**config.mk**
```make
export PLATFORM = sky130hd
export DESIGN_NAME = tx_frame_packetizer
export DESIGN_NICKNAME = d
export VERILOG_FILES = /design/src/rtl/tx_frame_pkg.sv /design/src/rtl/byte_fifo.sv /design/src/rtl/tx_frame_packetizer.sv
export SDC_FILE = /design/constraint.sdc
export NUM_CORES = 1
export LEC_CHECK = 0
export CORE_ASPECT_RATIO = 0.8
export CORE_MARGIN = 4
export CORE_UTILIZATION = 61
export DETAILED_ROUTE_END_ITERATION = 12
export PLACE_DENSITY_LB_ADDON = 0.05
export SETUP_SLACK_MARGIN = 0.2
export SYNTH_ARGS = -nofsm -noshare
export SYNTH_HDL_FRONTEND = slang
export SYNTH_SLANG_ARGS = --single-unit
```
**constraint.sdc**
```tcl
create_clock -name clk -period 4.8 [get_ports clk]
set_clock_uncertainty 0.15 [all_clocks]
set_input_delay 0.96 -clock clk [delete_from_list [all_inputs] [get_ports clk]]
set_output_delay 0.96 -clock clk [all_outputs]
set_load 0.1 [all_outputs]
```
**src/rtl/tx_frame_pkg.sv**
```systemverilog
// Shared definitions for the TX frame packetizer: FSM encoding, delimiter
// defaults and header layout.
package tx_frame_pkg;

  typedef enum logic [2:0] {
    ST_IDLE,
    ST_HDR,
    ST_PAYLOAD,
    ST_CKSUM,
    ST_TRAIL
  } state_t;

  localparam logic [7:0] SYNC_DEFAULT  = 8'hA5;
  localparam logic [7:0] TRAIL_DEFAULT = 8'h5A;

  // Header = SYNC followed by the big-endian length bytes.
  localparam int LEN_BYTES = 3;
  localparam int HDR_BYTES = LEN_BYTES + 1;

  // Length byte for header slot idx (1 = most significant).
  function automatic logic [7:0] len_byte(input logic [8*LEN_BYTES-1:0] len,
                                          input logic [1:0] idx);
    return 8'(len >> (8 * (LEN_BYTES - int'(idx))));
  endfunction

endpackage

```
**src/rtl/byte_fifo.sv**
```systemverilog
// Synchronous byte FIFO with registered read data (one-cycle read latency)
// and full/empty flags; pointers clear on reset.
module byte_fifo #(
  parameter int DEPTH = 16
) (
  input  logic       clk,
  input  logic       rst,
  input  logic       wr_en,
  input  logic [7:0] wr_data,
  input  logic       rd_en,
  output logic [7:0] rd_data,
  output logic       full,
  output logic       empty
);

  localparam int AW = $clog2(DEPTH);

  logic [7:0]    mem [DEPTH];
  logic [AW-1:0] wr_ptr;
  logic [AW-1:0] rd_ptr;
  logic [AW:0]   count;
  logic          wr_ok;
  logic          rd_ok;

  assign full  = (count == (AW+1)'(DEPTH));
  assign empty = (count == '0);
  // A write at full is legal when the same cycle frees a slot.
  assign wr_ok = wr_en && (!full || rd_en);
  assign rd_ok = rd_en && !empty;

  always_ff @(posedge clk) begin
    if (wr_ok) mem[wr_ptr] <= wr_data;
    if (rd_ok) rd_data <= mem[rd_ptr];
  end

  always_ff @(posedge clk or negedge rst) begin
    if (!rst) begin
      wr_ptr <= '0;
      rd_ptr <= '0;
      count  <= '0;
    end else begin
      if (wr_ok) wr_ptr <= wr_ptr + 1'b1;
      if (rd_ok) rd_ptr <= rd_ptr + 1'b1;
      case ({wr_ok, rd_ok})
        2'b10:   count <= count + 1'b1;
        2'b01:   count <= count - 1'b1;
        default: count <= count;
      endcase
    end
  end

endmodule

```
**src/rtl/tx_frame_packetizer.sv**
```systemverilog
// Wraps a payload stream into SYNC / length / payload / checksum / TRAIL
// frames and feeds them byte-by-byte to a ready/strobe UART transmitter.
module tx_frame_packetizer
  import tx_frame_pkg::*;
#(
  parameter int         FIFO_DEPTH = 16,
  parameter int         LEN_WIDTH  = 17,
  parameter logic [7:0] SYNC_BYTE  = SYNC_DEFAULT,
  parameter logic [7:0] TRAIL_BYTE = TRAIL_DEFAULT
) (
  input  logic                 clk,
  input  logic                 rst,
  input  logic                 start,
  input  logic [LEN_WIDTH-1:0] frame_length,
  input  logic [7:0]           in_data,
  input  logic                 in_valid,
  output logic                 in_ready,
  input  logic                 UART_ready,
  output logic [7:0]           UART_data,
  output logic                 UART_is_new,
  output logic                 busy,
  output logic                 done
);

  localparam int         LEN_EXT_W = 8 * LEN_BYTES;
  localparam logic [1:0] HDR_LAST  = 2'(HDR_BYTES - 1);

  state_t               state;
  logic [LEN_WIDTH-1:0] len_reg;
  logic [LEN_WIDTH-1:0] acc_cnt;
  logic [LEN_WIDTH-1:0] sent_cnt;
  logic [7:0]           cksum;
  logic [7:0]           pend_byte;
  logic                 pend_valid;
  logic                 rd_inflight;
  logic                 ready_seen_low;
  logic                 trail_sent;
  logic [1:0]           hdr_idx;

  logic                 fifo_full;
  logic                 fifo_empty;
  logic                 fifo_rd_en;
  logic [7:0]           fifo_rd_data;
  logic                 wr_fire;
  logic                 can_send;
  logic [7:0]           hdr_byte;

  assign in_ready = busy && !fifo_full && (acc_cnt < len_reg);
  assign wr_fire  = in_valid && in_ready;
  // Keep one payload byte staged ahead so FIFO read latency never stalls a send.
  assign fifo_rd_en = busy && !fifo_empty && !pend_valid && !rd_inflight;
  assign can_send   = UART_ready && ready_seen_low && !UART_is_new;
  assign hdr_byte   = (hdr_idx == 2'd0) ? SYNC_BYTE
                                        : len_byte(LEN_EXT_W'(len_reg), hdr_idx);

  byte_fifo #(.DEPTH(FIFO_DEPTH)) u_fifo (
    .clk     (clk),
    .rst     (rst),
    .wr_en   (wr_fire),
    .wr_data (in_data),
    .rd_en   (fifo_rd_en),
    .rd_data (fifo_rd_data),
    .full    (fifo_full),
    .empty   (fifo_empty)
  );

  always_ff @(posedge clk or negedge rst) begin
    if (!rst) begin
      state          <= ST_IDLE;
      len_reg        <= '0;
      acc_cnt        <= '0;
      sent_cnt       <= '0;
      cksum          <= 8'h00;
      pend_byte      <= 8'h00;
      pend_valid     <= 1'b0;
      rd_inflight    <= 1'b0;
      ready_seen_low <= 1'b1;
      trail_sent     <= 1'b0;
      hdr_idx        <= 2'd0;
      UART_data      <= 8'h00;
      UART_is_new    <= 1'b0;
      busy           <= 1'b0;
      done           <= 1'b0;
    end else begin
      UART_is_new <= 1'b0;
      done        <= 1'b0;
      // The strobe cycle itself does not count as the UART going busy.
      if (!UART_ready && !UART_is_new) ready_seen_low <= 1'b1;
      if (wr_fire) acc_cnt <= acc_cnt + 1'b1;
      rd_inflight <= fifo_rd_en;
      if (rd_inflight) begin
        pend_byte  <= fifo_rd_data;
        pend_valid <= 1'b1;
      end

      case (state)
        ST_IDLE: begin
          if (start && !busy) begin
            len_reg  <= frame_length;
            acc_cnt  <= '0;
            sent_cnt <= '0;
            cksum    <= 8'h00;
            hdr_idx  <= 2'd0;
            busy     <= 1'b1;
            state    <= ST_HDR;
          end
        end
        ST_HDR: begin
          if (can_send) begin
            UART_data      <= hdr_byte;
            UART_is_new    <= 1'b1;
            ready_seen_low <= 1'b0;
            hdr_idx        <= hdr_idx + 2'd1;
            if (hdr_idx == HDR_LAST)
              state <= (len_reg == '0) ? ST_CKSUM : ST_PAYLOAD;
          end
        end
        ST_PAYLOAD: begin
          if (can_send && pend_valid) begin
            UART_data      <= pend_byte;
            UART_is_new    <= 1'b1;
            ready_seen_low <= 1'b0;
            pend_valid     <= 1'b0;
            cksum          <= cksum + pend_byte;
            sent_cnt       <= sent_cnt + 1'b1;
            if (sent_cnt == len_reg - 1'b1) state <= ST_CKSUM;
          end
        end
        ST_CKSUM: begin
          if (can_send) begin
            UART_data      <= cksum;
            UART_is_new    <= 1'b1;
            ready_seen_low <= 1'b0;
            state          <= ST_TRAIL;
          end
        end
        ST_TRAIL: begin
          if (trail_sent) begin
            trail_sent <= 1'b0;
            done       <= 1'b1;
            busy       <= 1'b0;
            state      <= ST_IDLE;
          end else if (can_send) begin
            UART_data      <= TRAIL_BYTE;
            UART_is_new    <= 1'b1;
            ready_seen_low <= 1'b0;
            trail_sent     <= 1'b1;
          end
        end
        default: state <= ST_IDLE;
      endcase
    end
  end

endmodule

```
==> summary.md, run 1 <==
| Metric | Value |
|---|---|
| Count of flip-flops with a built-in enable after synthesis | `between 100 and 150` |
| Maximum fanout along the worst path | `39` |
| Async S/R FF share, synth | `a little over two fifths` |
| R2R depth | `18` |
| # setup viols final | `0` |
| Die Area | `roughly 21,000 µm²` |
| Detailed Route Iter0 Violations | `857` |
| Maximum number of pins on one net before global-route repair | `74` |
| Global Route Usage Sum | `roughly a quarter` |
| Slew margin rel. | `15.02%` |
| Pwr Density | `577.6 nW/µm²` |
| Fin crit share | `82.02%` |
| Clock tree from TritonCTS | `yes` |
| Hold-fix buffers at CTS | `0` |
| Rows | `44` |
| Worst Setup Start Kind | `flip-flop` |
| Endpoint class of the critical path | `flip-flop` |
| CP Capture Point | `u_fifo.count[4]` |
| Cell-internal power | `4.558 mW` |
| X dimension of the die | `160.6 µm` |
| Clock-pin slew of the registers on the worst-case setup and hold paths | `~70 ps` |
| Initial DRT Pass Iterations | `5` |
| Final critical path time including I/O delays and setup | `~4000 ps` |
| Wire per inst | `21.84 µm` |
| Reg-to-reg critical path endpoint | `u_fifo.count[4]` |
| Die height | `between 100 and 150 µm` |
| Clock buffers created by TritonCTS | `23` |
| Antenna diode count | `0` |
| Synth Instances | `886` |
| Run status | `completed` |
| Maximum ir drop on the vdd rail | `between 400 and 500 µV` |
| Yosys warnings | `0` |
| Sink Count | `236` |
| Synthesized area per cell | `about 13 µm²` |
| Critical R2R Launch | `len_reg[5]` |
| Most used DFF post-synth | `sky130_fd_sc_hd__edfxtp_1` |
| Synthesized flop and latch total | `236` |
| Area grow syn2layout | `11.55%` |
| Register with the highest flop count | `u_fifo.mem` |
| Port bufs | `41` |
| Boundary pin count | `42` |
| # H-tree levels | `1` |
| HPWL reported at the end of detailed placement | `17.61 mm` |
| GP Congestion | `between 0.9 and 1` |
| Ranking of synthesized cells by area | `sky130_fd_sc_hd__edfxtp_1 36%, sky130_fd_sc_hd__dfrtp_1 22%, sky130_fd_sc_hd__mux4_2 7.9%` |
| Count of final max-slew check failures | `0` |
| Cells resized by post-CTS repair | `0` |
| Clock latency of the later-clocked register in the worst-skew pair | `510 ps` |
| Setup crit start | `len_reg[5]` |
| Biggest area consumer among synthesized cells | `sky130_fd_sc_hd__edfxtp_1` |
| Switching component of the power | `roughly 2.8 mW` |
| Root Buffer | `sky130_fd_sc_hd__clkbuf_16` |
| Leading cell type in the layout, fill and taps excluded | `sky130_fd_sc_hd__edfxtp_1` |
| Buffer levels on the longest clock path | `3` |
| Share of cells above drive strength 1 | `between 10 and 15%` |
| Residual overflow from global routing | `0` |
| Number of setup buffers added after CTS | `0` |
| Post-route antenna net violation count | `0` |
| Combinational power share | `34.4%` |
| Max reg flops | `128` |
| Vias in the first global route | `about 7,200` |
| DRC Markers | `0` |
| Syn nets | `955` |
| Hold Path Stages | `1` |
| Share of the synthesized area in the top cell type | `35.94%` |
| Worst path required time | `5040 ps` |
| Maximum Capacitance Violations | `0` |
| Relative contribution of the clock network to total power | `23.9%` |
| Global-route wire length before repair | `40.96 mm` |
| Total Wirelength | `25.75 mm` |
| Final #Nets | `979` |
| Setup Total Neg Slack | `0 ps` |
| Part of the total power dissipated in sequential elements | `about two fifths` |
| Critical path class | `reg2reg` |
| Number of antenna violations at the first check in global routing | `1` |
| Overall power after layout | `between 7 and 8 mW` |
| Setup repair after global routing missed its margin | `no` |
| Worst min-delay path class | `reg2reg` |
| Arr. time, crit path | `4180 ps` |
| Proportion of total power due to net switching | `37.74%` |
| Worst slew pin tran | `1271 ps` |
| Reg-to-reg slack, setup | `860 ps` |
| Seq/Total Area, Yosys | `~58%` |
| Final count of hold timing violations | `0` |
| Starting density of the core | `62.35%` |
| Std-Cell Core Area | `18,220 µm²` |
| Total via count after detailed routing | `7,390` |
| Distinct cell type count after synthesis | `65` |
| Synth Cell Area | `11,360 µm²` |
| Most used cells in the layout excluding fill and tap cells | `136 x sky130_fd_sc_hd__edfxtp_1, 97 x sky130_fd_sc_hd__dfrtp_1, 76 x sky130_fd_sc_hd__nand2_1` |
| Leak pwr | `approximately 4.9 nW` |
| Maximum frequency from static timing analysis | `254.0 MHz` |
| Post-detailed-route via-to-cell ratio | `roughly 6.3` |
[cell usage after synthesis, types with 21 or more instances]
cell,number
sky130_fd_sc_hd__xor2_1,21
sky130_fd_sc_hd__xnor2_1,30
sky130_fd_sc_hd__edfxtp_1,136
sky130_fd_sc_hd__nor2_1,41
sky130_fd_sc_hd__nand3_1,27
sky130_fd_sc_hd__clkbuf_1,34
sky130_fd_sc_hd__a21oi_1,35
sky130_fd_sc_hd__dfrtp_1,99
sky130_fd_sc_hd__inv_1,41
sky130_fd_sc_hd__and3_1,23
sky130_fd_sc_hd__ha_1,37
sky130_fd_sc_hd__o21ai_0,44
sky130_fd_sc_hd__nand2_1,76
sky130_fd_sc_hd__nand4_1,22
sky130_fd_sc_hd__mux4_2,40
[stage by stage]
step	hold WS (ps)	util (%)	instances	cell area [µm²]	worst slack (ps)
floorplan	299.1	-	886	11360	1063
global placement	307.0	65.57	1138	11950	1062
detailed placement	314.3	65.57	1138	11950	914.6
CTS	324.6	69.56	1179	12670	887.7
global route	348.5	69.56	1179	12670	592.4
finish	322.2	69.56	1179	12670	863.0
[critical path, stage by stage (launching register included)]
cell and delay (ps):
sky130_fd_sc_hd__dfrtp_1 530, sky130_fd_sc_hd__inv_1 140, sky130_fd_sc_hd__ha_1 310, sky130_fd_sc_hd__and4_1 210
sky130_fd_sc_hd__a32oi_1 140, sky130_fd_sc_hd__and4_1 220, sky130_fd_sc_hd__o21ai_2 100, sky130_fd_sc_hd__a211oi_4 240
sky130_fd_sc_hd__buf_4 370, sky130_fd_sc_hd__inv_1 80, sky130_fd_sc_hd__ha_1 250, sky130_fd_sc_hd__inv_1 120
sky130_fd_sc_hd__fa_1 220, sky130_fd_sc_hd__inv_1 50, sky130_fd_sc_hd__a21o_1 170, sky130_fd_sc_hd__a21oi_1 180
sky130_fd_sc_hd__xnor2_1 130, sky130_fd_sc_hd__nor2_1 70, sky130_fd_sc_hd__xnor2_1 120
[area by class of cell]
type                    instances  area [µm²]
clock buffers                  26       596.8
well taps                     253       316.6
flip-flops and latches        236        6590
inverters                      43       161.4
fillers                      1279        5548
repair buffers                 47       450.4
multi-input cells             559        4431
clock inverters                15       128.9
[routing by layer]
metal	global-route usage (%)	wire, µm
met1	40.10	11850
met2	37.30	11630
met3	4.642	1965
met4	4.097	302
met5	0	0
[worst min-delay path by stage]
stage                            from            to  slack (ps)
finish              u_fifo.rd_data[0]  pend_byte[0]         320
CTS                 u_fifo.rd_data[0]  pend_byte[0]         320
global placement         UART_data[3]  UART_data[3]         310
floorplan                 acc_cnt[16]   acc_cnt[16]         300
detailed placement  u_fifo.rd_data[3]  pend_byte[3]         310
global route        u_fifo.rd_data[4]  pend_byte[4]         350
[power by group through the flow]
stage	sequential, mW	clock, mW	combinational (mW)
6_report	3.06	1.75	2.51
2_1_floorplan	3.02	0	1.80
3_5_place_dp	3.09	0	2.48
4_1_cts	3.05	1.77	2.50
5_1_grt	3.12	1.87	2.73
3_3_place_gp	3.06	0	2.40
[cell families (layout without fill, tap and decap cells)]
family / Yosys count / in the layout / share of synthesized area (%)
AND/OR/NAND/NOR: 251 / 251 / 11.30
flip-flops: 236 / 236 / 57.98
AO/OA/AOI/OAI: 146 / 146 / 8.314
buffers and inverters: 91 / 131 / 3.149
multiplexers: 72 / 72 / 10.90
XOR/XNOR: 51 / 51 / 3.931
adder cells (fa/ha/maj): 39 / 39 / 4.427
No activity file was read; power rests on OpenSTA's default activity.
==> inputs of run 2 (changes only) <==
- clock period: 4.8 -> 3.7 ns (I/O delays scaled with it)
==> summary.md, run 2 (same netlist as run 1, synthesis figures left out) <==
| Metric | Value |
|---|---|
| Maximum fanout along the worst path | `4 (-90%)` |
| Sequential cell area | `6591 µm² (about the same)` |
| Worst min-delay path class | `in2async` |
| Leading cell type in the layout, fill and taps excluded | `sky130_fd_sc_hd__edfxtp_1` |
| DRC Markers | `0 (unchanged)` |
| # setup viols final | `0 (unchanged)` |
| Detailed Route Iter0 Violations | `725 (-15%)` |
| Critical path class | `reg2out` |
| Post-route antenna net violation count | `0 (unchanged)` |
| Number of antenna violations at the first check in global routing | `0 (-1)` |
| Part of the total power dissipated in sequential elements | `37.8% (-4.0 points)` |
| Max reg flops | `128 (unchanged)` |
| Post-detailed-route via-to-cell ratio | `6.193 (-1.2%)` |
| Register with the highest flop count | `u_fifo.mem` |
| Std-Cell Core Area | `18,220 µm² (unchanged)` |
| WP buf/inv | `3 (-2)` |
| Share of cells above drive strength 1 | `15.63% (+2.8 points)` |
| Fillers | `1,234 (-3.5%)` |
| Arr. time, crit path | `2450 ps (-1730 ps)` |
| Starting density of the core | `62.35% (unchanged)` |
| Antenna diode count | `0 (unchanged)` |
| Boundary pin count | `42 (unchanged)` |
| Final #Nets | `998 (+1.9%)` |
| Rows | `44 (unchanged)` |
| Buffer levels on the longest clock path | `3 (unchanged)` |
| Die height | `130.1 µm (unchanged)` |
| Slew margin rel. | `33.76% (+19 points)` |
| Total via count after detailed routing | `7,431 (+0.55%)` |
| Relative contribution of the clock network to total power | `25.2% (+1.3 points)` |
| Crit path top cell by count | `sky130_fd_sc_hd__and4_1` |
| Initial DRT Pass Iterations | `5 (unchanged)` |
| Maximum Capacitance Violations | `0 (unchanged)` |
| Proportion of total power due to net switching | `37.05% (-0.69 points)` |
| Residual overflow from global routing | `0 (unchanged)` |
| Fin crit share | `about nine tenths` |
| Worst path required time | `2810 ps (-2230 ps)` |
| Most used cells in the layout excluding fill and tap cells | `136 x sky130_fd_sc_hd__edfxtp_1, 96 x sky130_fd_sc_hd__dfrtp_1, 76 x sky130_fd_sc_hd__nand2_1` |
| Maximum ir drop on the vdd rail | `589.6 µV (+27%)` |
| Maximum number of pins on one net before global-route repair | `101 (+36%)` |
| Clock buffers created by TritonCTS | `24 (+4.3%)` |
| Switching component of the power | `3.689 mW (+34%)` |
| Cell with the biggest individual delay on the critical path | `sky130_fd_sc_hd__dfrtp_2` |
| Worst hold slack | `128.2 ps (-194.0 ps)` |
| Setup repair after global routing missed its margin | `no` |
| Port bufs | `41 (unchanged)` |
| Worst-path cell chain | `inv_2, ha_1, and4_1, a32oi_1, and4_1, o21ai_2, a21o_4, inv_1, buf_12` |
| Overall power after layout | `9.957 mW (+36%)` |
| Global Route Usage Sum | `25.36% (+0.20 points)` |
| Worst slew pin tran | `990.5 ps (-280.4 ps)` |
| Setup Total Neg Slack | `0 ps (unchanged)` |
| Endpoint class of the critical path | `output port` |
| Largest delay contributor family on the critical path | `compound AO/OA/AOI/OAI gates` |
| CP peak stage delay | `420 ps (-110 ps)` |
| Maximum frequency from static timing analysis | `299.3 MHz` |
| Clock-pin slew of the registers on the worst-case setup and hold paths | `60 ps (about the same)` |
| Sink Count | `236 (unchanged)` |
| Clock latency of the later-clocked register in the worst-skew pair | `510 ps (about the same)` |
| Combinational power share | `37.0% (+2.6 points)` |
| Vias in the first global route | `7,086 (-1.6%)` |
| Die Area | `20,890 µm² (unchanged)` |
| Global-route wire length before repair | `40.92 mm (-0.10%)` |
| Run status | `completed` |
| Pwr Density | `767.7 nW/µm² (+33%)` |
| Combined area of the multi-input logic cells | `4459 µm² (+0.65%)` |
| Root Buffer | `sky130_fd_sc_hd__clkbuf_16` |
| Area grow syn2layout | `14.14%` |
| Worst Setup Start Kind | `flip-flop` |
| Total Wirelength | `26.02 mm (+1.0%)` |
| # H-tree levels | `1 (unchanged)` |
| GP Congestion | `0.8804 (-11%)` |
| Post-layout instance count excluding filler cells | `1,200 (+1.8%)` |
| Wire per inst | `21.68 µm (-0.72%)` |
| Clock tree from TritonCTS | `yes` |
| Final critical path time including I/O delays and setup | `3341 ps` |
| HPWL reported at the end of detailed placement | `17.80 mm (+1.1%)` |
| Final count of hold timing violations | `0 (unchanged)` |
| Leak pwr | `5.069 nW (+3.0%)` |
| Count of final max-slew check failures | `0 (unchanged)` |
| Inst Count DP | `1,148 (+0.88%)` |
| Cell-internal power | `6.268 mW (+38%)` |
| X dimension of the die | `160.6 µm (unchanged)` |
==> run 2: what timing repair did <==
| item | 4_1_cts | 5_1_grt |
|---|---|---|
| buffers inserted | 0 | 8 |
| setup endpoints to repair | 1 | 3 |
| gates resized for setup | 1 | 8 |
| pin swaps | 0 | 3 |
| hold buffers | 0 | 0 |
==> run 2: worst paths after layout <==
kind                              endpoint  slack (ps)         start  cells after the start
min in group clk              UART_data[0]         330  UART_data[0]                      2
setup / recovery                  in_ready         360    len_reg[8]                      9
max in group asynchronous       len_reg[7]        2810           rst                      2
hold / removal                pend_byte[2]         130           rst                      2
setup reg to reg           u_fifo.count[4]         440    len_reg[8]                     17
hold reg to reg               UART_data[0]         330  UART_data[0]                      2
==> run 2: area by class of cell <==
| class | instances | share of cell area (%) |
|---|---|---|
| flip-flops and latches | 236 | 50.82 |
| multi-input cells | 559 | 34.38 |
| clock buffers | 33 | 5.210 |
| repair buffers | 65 | 4.785 |
| well taps | 253 | 2.441 |
| inverters | 43 | 1.245 |
| clock inverters | 11 | 1.110 |
==> run 2: layer usage <==
metal,routed length (µm),vias to the layer above,GRT usage [%]
met4,503,0,5.008
met3,2134,34,5.305
li1,-,3394,-
met2,11370,278,36.88
met5,0,-,0
met1,12010,3725,40.26
==> run 2: stage by stage <==
step / util (%) / cell area [µm²] / setup WS [ps]
after floorplan: - / 11370 / 221.9
after global placement: 66.17 / 12060 / 362.2
after detailed placement: 66.17 / 12060 / 276.5
after CTS: 70.67 / 12880 / 220.2
after global routing: 71.17 / 12970 / 202.4
final: 71.17 / 12970 / 358.9
==> run 2: power by group through the flow <==
stage	Sequential (mW)	Combinational [mW]	Clock [mW]
after global placement	3.78	3.46	0
after global routing	3.82	4.02	2.67
after floorplan	3.92	2.35	0
after CTS	3.77	3.56	2.54
after detailed placement	3.81	3.52	0
final	3.76	3.69	2.51
==> inputs of run 3 (changes only) <==
- ABC_CLOCK_PERIOD_IN_PS: unset -> 3700
==> results of run 3 <==
Final layout, timing and power as in run 2 (identical DEF).
==> RTL change (flow settings as in run 2) <==
The 5 states of `state_t` get a one-hot encoding in 5 bits.
--- a/src/rtl/tx_frame_pkg.sv
+++ b/src/rtl/tx_frame_pkg.sv
@@ -2,12 +2,12 @@
 // defaults and header layout.
 package tx_frame_pkg;
 
-  typedef enum logic [2:0] {
-    ST_IDLE,
-    ST_HDR,
-    ST_PAYLOAD,
-    ST_CKSUM,
-    ST_TRAIL
+  typedef enum logic [4:0] {
+    ST_IDLE    = 5'b00001,
+    ST_HDR     = 5'b00010,
+    ST_PAYLOAD = 5'b00100,
+    ST_CKSUM   = 5'b01000,
+    ST_TRAIL   = 5'b10000
   } state_t;
 
   localparam logic [7:0] SYNC_DEFAULT  = 8'hA5;
Formal check against the unedited RTL: no difference found for any inputs over 4 cycles, from zero or initial values and one cycle with rst low; so few cycles prove little.
==> RTL change against run 2 <==
- setup slack got worse by 0.081 ns
- non-clock buffer count rose by 10
- routed wire length is 1.8% lower
- count of clock-buffer cells in the layout fell by 4
- total power decreased by 7.1%
- combinational power decreased by 18%
- sequential cell count up 2
- area after synthesis down 0.99%
- cell area shrank 0.70%
==> RTL change: results (changes against run 2) <==
stage,metric,value,unit,change
outcome,outcome,"complete, no violations",,
synth,synthesized-area fraction occupied by adder cells,4.47,%,+0.044 points
cells_and_area,Seq. cell area,0.00665,mm²,+0.87%
synth,Post-synth top cells,"edfxtp_1 (136), dfrtp_1 (100), nand2_1 (69), nor2_1 (69), o21ai_0 (46)",,
cells_and_area,nets@finish,995,,-0.30%
route,final wirelength,25500,µm,-1.8%
synth,sequential cell area fraction in the yosys report,59.0,%,+1.0 points
grt,met2 usage,37.1,%,+0.26 points
placed_design,post-DP HPWL,18300,µm,+2.9%
cells_and_area,inverters,32,,-26%
power_and_ir_drop,sequential cell power,0.00383,W,+2%
floorplanning,die area,0.0207,mm²,-0.93%
power_and_ir_drop,worst vdd ir,0.631,mV,+6.9%
synth,mux contribution to synthesized area,9.64,%,-1.3 points
placed_design,placed cell area,0.0120,mm²,about the same
grt,GR Layer Usage met1,41.6,%,+1.3 points
synth,syn_nets,937,,-1.9%
sta,worst setup margin,0.278,ns,-0.0809 ns
power_and_ir_drop,cell internal pwr,0.00605,W,-3.4%
worst_setup_path,critical-path maximum fanout,9,,+5
sta,WHS,0.0446,ns,-0.0836 ns
cells_and_area,Fill cells,1254,,+1.6%
route,vias per cell,6.33,,+2.2%
placed_design,Post-Place Cells,1127,,-1.8%
cells_and_area,multi-input gates,555,,-0.72%
grt,global-route wire length before repair,41600,µm,+1.5%
grt,met3 Usage GRT,4.96,%,-0.34 points
synth,Synth Area in Compound Gates,8.79,%,+0.47 points
route,Post-Route M1 WL,11900,µm,-1.0%
grt,all-layer global routing usage,25.8,%,+0.41 points
placed_design,routability cong.,0.918,,+4.3%
cells_and_area,share of cells above drive strength 1,16.0,%,+0.38 points
route,DR WL met2,11000,µm,-3.7%
cells_and_area,sequential cell area share,51.6,%,+0.81 points
synth,Synth cell types,63,,-3.1%
grt,vias in the first global route,7353,,+3.8%
grt,largest net degree at the start of global routing,67,,-34%
-- RTL change: changes by cell type after synthesis, sizes merged, moves of 5 or more --
| cell | run 2 | this run |
|---|---|---|
| a21o | 8 | 13 |
| a221oi | 1 | 8 |
| a31oi | 1 | 7 |
| and3 | 24 | 14 |
| clkbuf | 34 | 28 |
| inv | 41 | 32 |
| mux2i | 18 | 6 |
| nand2 | 76 | 70 |
| nor2 | 42 | 69 |
| o32ai | 5 | 0 |
| xor2 | 21 | 31 |
-- RTL change: what timing repair did --
action	4_1_cts	5_1_grt
buffers inserted	0	3
hold buffers	0	0
setup endpoints to repair	2	3
resized for setup	2	10
pin swaps	1	3
-- RTL change: critical path, cell delays in order (launching register included) --
cell and delay, ns:
dfrtp_2 0.46, inv_1 0.13, ha_1 0.31, and4_1 0.20, o211ai_1 0.09, o211a_1 0.26
o21a_1 0.18, o21a_1 0.21, buf_12 0.18
